[config.mk]
export PLATFORM = sky130hd
export DESIGN_NAME = seq_multiplier
export DESIGN_NICKNAME = d
export VERILOG_FILES = /design/src/rtl/seq_multiplier_pkg.sv /design/src/rtl/mul_shift_add_core.sv /design/src/rtl/seq_multiplier.sv
export SDC_FILE = /design/constraint.sdc
export NUM_CORES = 1
export LEC_CHECK = 0
export BUFFER_PORTS_ARGS = -buffer_cell sky130_fd_sc_hd__buf_2
export CAP_MARGIN = 20
export CORE_UTILIZATION = 44
export DETAILED_ROUTE_END_ITERATION = 8
export MAX_ROUTING_LAYER = met4
export PLACE_DENSITY = 0.7
export SETUP_SLACK_MARGIN = 0.02
export SYNTH_ARGS = -nofsm -noshare
export SYNTH_HDL_FRONTEND = slang
export SYNTH_SLANG_ARGS = --single-unit
[constraint.sdc]
create_clock -name Clk -period 11.2 [get_ports Clk]
set_input_delay 2.8 -clock Clk [delete_from_list [all_inputs] [get_ports Clk]]
set_output_delay 2.8 -clock Clk [all_outputs]
set_load 0.01 [all_outputs]
[src/rtl/seq_multiplier_pkg.sv]
// Shared definitions for the iterative 64-bit multiplier.
//   DEF_WIDTH  default operand/result width (also the iteration count)
//   OP_*       operation select encodings driven by decode
//   state_t    controller state encoding
//   ZERO_REG   register index that is never written back
//   isHighHalf true when the operation returns the upper product half
package seq_multiplier_pkg;

   localparam int DEF_WIDTH = 64;

   localparam logic [1:0] OP_MUL   = 2'b00;
   localparam logic [1:0] OP_UMULH = 2'b01;
   localparam logic [1:0] OP_SMULH = 2'b10;

   localparam logic [4:0] ZERO_REG = 5'd31;

   typedef enum logic [1:0] {
      ST_IDLE = 2'd0,
      ST_RUN  = 2'd1,
      ST_DONE = 2'd2
   } state_t;

   // Op 11 is reserved and behaves as MUL, so only UMULH/SMULH select high.
   function automatic logic isHighHalf(input logic [1:0] op);
      return (op == OP_UMULH) || (op == OP_SMULH);
   endfunction

endpackage

[src/rtl/mul_shift_add_core.sv]
// Shift-add datapath: multiplicand/multiplier registers, 128-bit accumulator
// and iteration counter. One multiplier bit (LSB first) is consumed per step.
//   clk, rstN     clock and asynchronous active-low reset
//   load          capture operands, clear accumulator and counter
//   step          perform one iteration
//   mcandIn       unsigned multiplicand
//   mplierIn      unsigned multiplier
//   lastIter      the step taken this cycle is the final one
//   prodNext      accumulator value after this cycle's step (combinational)
module mul_shift_add_core
   import seq_multiplier_pkg::*;
#(
   parameter int WIDTH = DEF_WIDTH
) (
   input  logic               clk,
   input  logic               rstN,
   input  logic               load,
   input  logic               step,
   input  logic [WIDTH-1:0]   mcandIn,
   input  logic [WIDTH-1:0]   mplierIn,
   output logic               lastIter,
   output logic [2*WIDTH-1:0] prodNext
);

   localparam int CNT_W = $clog2(WIDTH) + 1;

   logic [WIDTH-1:0]   mcand;
   logic [WIDTH-1:0]   mplier;
   logic [2*WIDTH-1:0] acc;
   logic [CNT_W-1:0]   iterCnt;
   logic [WIDTH:0]     partial;

   // Right-shifting accumulator: the multiplicand is always added into the
   // upper half and the whole accumulator moves right one place per step.
   // The carry out of the add lands in the top bit after the shift, so the
   // 128-bit result never loses a bit.
   always_comb begin
      partial  = {1'b0, acc[2*WIDTH-1:WIDTH]} + {1'b0, (mplier[0] ? mcand : '0)};
      prodNext = {partial, acc[WIDTH-1:1]};
   end

   assign lastIter = (iterCnt == CNT_W'(WIDTH - 1));

   always_ff @(posedge clk or negedge rstN) begin
      if (!rstN) begin
         mcand   <= '0;
         mplier  <= '0;
         acc     <= '0;
         iterCnt <= '0;
      end else if (load) begin
         mcand   <= mcandIn;
         mplier  <= mplierIn;
         acc     <= '0;
         iterCnt <= '0;
      end else if (step) begin
         acc     <= prodNext;
         mplier  <= mplier >> 1;
         iterCnt <= iterCnt + 1'b1;
      end
   end

endmodule

[src/rtl/seq_multiplier.sv]
// Iterative shift-add multiplier for the LEGv8 datapath (MUL/UMULH/SMULH).
//   Clk, Reset_n   clock and asynchronous active-low reset
//   Start          request, accepted only in IDLE
//   Op             00 MUL, 01 UMULH, 10 SMULH, 11 treated as MUL
//   BusA, BusB     operands (Rn, Rm), needed only at the accepting edge
//   RW             destination register number
//   Busy           high in RUN and DONE; decode stalls the PC on it
//   Done           one-cycle pulse, Result valid
//   Result         selected product half, held until the next result
//   WrReg          latched destination register
//   WrEn           Done qualified by WrReg != 31
//
// state   | meaning
// --------+-----------------------------------------------------------
// ST_IDLE | waiting for Start, operands captured on acceptance
// ST_RUN  | one multiplier bit per cycle for WIDTH cycles
// ST_DONE | Done/WrEn pulse, Result stable, then back to idle
module seq_multiplier
   import seq_multiplier_pkg::*;
#(
   parameter int WIDTH = DEF_WIDTH
) (
   input  logic             Clk,
   input  logic             Reset_n,
   input  logic             Start,
   input  logic [1:0]       Op,
   input  logic [WIDTH-1:0] BusA,
   input  logic [WIDTH-1:0] BusB,
   input  logic [4:0]       RW,
   output logic             Busy,
   output logic             Done,
   output logic [WIDTH-1:0] Result,
   output logic [4:0]       WrReg,
   output logic             WrEn
);

   state_t             state;
   logic [1:0]         opLat;
   logic               signFlag;
   logic               isSmulh;
   logic               loadCore;
   logic               stepCore;
   logic               lastIter;
   logic [WIDTH-1:0]   magA;
   logic [WIDTH-1:0]   magB;
   logic [2*WIDTH-1:0] prodNext;
   logic [2*WIDTH-1:0] prodSigned;

   // For SMULH the core multiplies magnitudes; -(-2^63) wraps to 2^63,
   // which is exactly the unsigned magnitude we need.
   always_comb begin
      isSmulh  = (Op == OP_SMULH);
      magA     = (isSmulh && BusA[WIDTH-1]) ? -BusA : BusA;
      magB     = (isSmulh && BusB[WIDTH-1]) ? -BusB : BusB;
      loadCore = (state == ST_IDLE) && Start;
      stepCore = (state == ST_RUN);
   end

   assign prodSigned = signFlag ? -prodNext : prodNext;

   mul_shift_add_core #(.WIDTH(WIDTH)) uCore (
      .clk      (Clk),
      .rstN     (Reset_n),
      .load     (loadCore),
      .step     (stepCore),
      .mcandIn  (magA),
      .mplierIn (magB),
      .lastIter (lastIter),
      .prodNext (prodNext)
   );

   always_ff @(posedge Clk or negedge Reset_n) begin
      if (!Reset_n) begin
         state    <= ST_IDLE;
         opLat    <= OP_MUL;
         signFlag <= 1'b0;
         Busy     <= 1'b0;
         Done     <= 1'b0;
         WrEn     <= 1'b0;
         WrReg    <= '0;
         Result   <= '0;
      end else begin
         Done <= 1'b0;
         WrEn <= 1'b0;
         case (state)
            ST_IDLE: begin
               if (Start) begin
                  state    <= ST_RUN;
                  Busy     <= 1'b1;
                  opLat    <= Op;
                  WrReg    <= RW;
                  signFlag <= isSmulh && (BusA[WIDTH-1] ^ BusB[WIDTH-1]);
               end
            end
            ST_RUN: begin
               // The final step's sum is taken straight from the core so
               // the result is registered on the same edge that enters DONE.
               if (lastIter) begin
                  state  <= ST_DONE;
                  Done   <= 1'b1;
                  WrEn   <= (WrReg != ZERO_REG);
                  Result <= isHighHalf(opLat) ? prodSigned[2*WIDTH-1:WIDTH]
                                              : prodSigned[WIDTH-1:0];
               end
            end
            ST_DONE: begin
               state <= ST_IDLE;
               Busy  <= 1'b0;
            end
            default: begin
               state <= ST_IDLE;
               Busy  <= 1'b0;
            end
         endcase
      end
   end

endmodule

==> metrics <==
status completed; 1st-iter DRT viols 2066; pre-CTS setup slack 4340 ps; Pwr per Cell Area 201 nW/um^2; Max VDD drop 104 uV; # IOs 210; CTS H-tree lvls 2; initial antenna violation count 1; mean area per synthesized cell 7.75 sq um; core region area 55200 sq um; Area Overhead vs Synth 12.1%; Final HPWL DP 57100 um; Nets 3476; main flop type after synthesis dfrtp_1; largest net degree at the start of global routing 99; worst min path class reg -> reg; CP Launch Type input pin; CP top delay family simple AND/OR/NAND/NOR gates; Remaining DRCs 0; CP max stage cell or4_1; CTS Buffer Depth 3; most common cell after layout, fill and taps aside nand2_1; CP arrival 6690 ps; Post-synth EDFFs 0; crit share post-route 0.564; Resized cells post-CTS 0; I/O Buffers 209; most frequent cells in the layout nand2_1 (569), o21ai_0 (421), dfrtp_1 (338), buf_2 (208), nor2_1 (197); CP Class in -> reg; Die X 239 um; routed length per instance 19.1 um; CP max stage delay 610 ps; CP cell instances buf_2 -> or4_1 -> nor3_1 -> nand3_1 -> or4_1 -> or4_1 -> nor4_1 -> nor3b_1 -> buf_4 -> a21oi_1 -> or3_1 -> a21oi_1 -> a31oi_1; Max Fclk 158 MHz; vias in the first global route 22300; Cell Area, Synth 24700 sq um; Clock Latency Late Sink 580 ps; CTS tree yes; FF+latch count, synth 339; final setup TNS 0 ps; layout cells sized above 1 0.107; drt via density 5.87; worst path buffer plus inverter count 2; distinct cell type count after synthesis 85; LEAKAGE 0.0117 uW; gr ovfl total 0; Clk pin slew, worst setup/hold paths 60 ps; Hold Fails Final Rpt 0; die area 57000 sq um; 1st-pass router iterations 6; Synth warnings 0; slack of the critical path 4890 ps; CP endpoint kind register; Final setup viols 0; most frequent CP cell or4_1; CTS Sinks 339; actual slew at the worst max-slew pin 976 ps; Mapped Cells 3181; Final Skew 23.5 ps; post-CTS setup buffers 0; Final Wtd Congestion 1.03; Design Area, Final 27700 sq um; Worst EP required 11580 ps; cts bufs inserted 41; critical path fanouts, max 7; relative slew slack 0.339; post-synthesis sequential area ratio 0.344; die height 239 um; clock root cell clkbuf_16; Core Rows 86; number of diodes 0; Max Slew Vio Count 0; Initial Utilization 0.447; Area after DPL 26200 sq um; RSZ-0062 raised after global routing no; ys async rst share 1.00; Hold-fix buffers, CTS 0; Routed Antenna Nets 0; max_cap viols 0; first-pass GRT wire length 122000 um; Mapped Nets 3388; Post-Route WL 77500 um; Vias 23800; Total GRT Usage 0.277; minimum clock period 6310 ps
-- cells in the mapped netlist (all sizes together), types with 21 or more instances --
cell type	n	area, sq um
nand2b	24	150
a22oi	32	240
o31ai	54	405
clkbuf	183	687
nand3	110	556
ha	68	851
o211ai	27	203
xor2	140	1230
a21oi	189	946
a31oi	54	338
or3	55	354
nor4	31	224
a21o	23	173
nand2	569	2140
inv	37	139
o21a	21	158
o21ai	424	2130
or4	29	225
nor2	198	743
and2	78	488
nand4	44	275
nor3	57	285
dfrtp	339	8480
xnor2	130	1140
-- logic make-up (layout without fill, tap and decap cells) --
| logic type | Yosys count | count (layout) | share of synthesized area |
|---|---|---|---|
| adders and majority gates | 69 | 69 | 0.0353 |
| DFF | 339 | 339 | 0.344 |
| AOI/OAI and AO/OA | 969 | 969 | 0.237 |
| buffers and inverters | 236 | 357 | 0.0363 |
| and+or+nand+nor | 1288 | 1288 | 0.248 |
| xor gates and xnor gates | 270 | 270 | 0.0959 |
| muxes | 10 | 10 | 0.00416 |
-- final cells by class --
type	instances	area, sq um
fill	5460	27500
multi-input combinational	2606	15400
sequential	339	8490
timing repair buffer	243	1340
clock buffer	57	1160
tap	748	936
clock inverter	19	234
inverter	38	143
-- metrics by stage --
step                      utilization  power [uW]  instances  hold WS (ps)
after floorplan                     -        3300       3181           438
after global placement          0.475        4110       3971           447
after detailed placement        0.475        4130       3971           461
after CTS                       0.500        5540       4047           468
after global routing            0.501        5860       4050           493
final                           0.501        5560       4050           466
-- state kept, by name, indices dropped and copies added, names as in the netlist, 2 cells and up --
name and count:
opLat 2, uCore.acc 127, uCore.iterCnt 7, uCore.mplier 64, uCore.mcand 64, state 2
Result 64, WrReg 5
-- worst register-to-register path: cells and delay by family, from the launching register on --
kind / cells / cell delay [ps]
DFF: 1 / 320
adders and majority gates: 1 / 340
AOI/OAI and AO/OA: 7 / 2530
and+or+nand+nor: 6 / 2580
buffers and inverters: 1 / 420
-- layer usage --
layer  GRT usage  part of all wire  vias to the layer above
li1            -                 -                    11600
met1       0.339              0.42                    11300
met2       0.462              0.48                      764
met3      0.0293             0.051                      182
met4       0.125             0.047                        0
met5           -                 0                        -
-- power breakdown --
group | internal, uW | switching [uW] | leakage (uW)
Clock | 822 | 565 | 0.000682
Sequential | 1450 | 236 | 0.00429
Combinational | 844 | 1640 | 0.00673
-- final timing paths --
check | to | start | slack, ps | cells past startpoint
worst max-delay path | uCore.mplier[46] | BusB[4] | 4890 | 13
min in group asynchronous | uCore.mcand[61] | Reset_n | 2250 | 1
max in group asynchronous | signFlag | Reset_n | 6860 | 3
worst min-delay path | uCore.mcand[63] | uCore.mcand[63] | 470 | 2
worst max register to register | Result[61] | uCore.mplier[0] | 4950 | 15
worst min register to register | uCore.mcand[63] | uCore.mcand[63] | 470 | 2
Power figures use the tool's default switching activity.
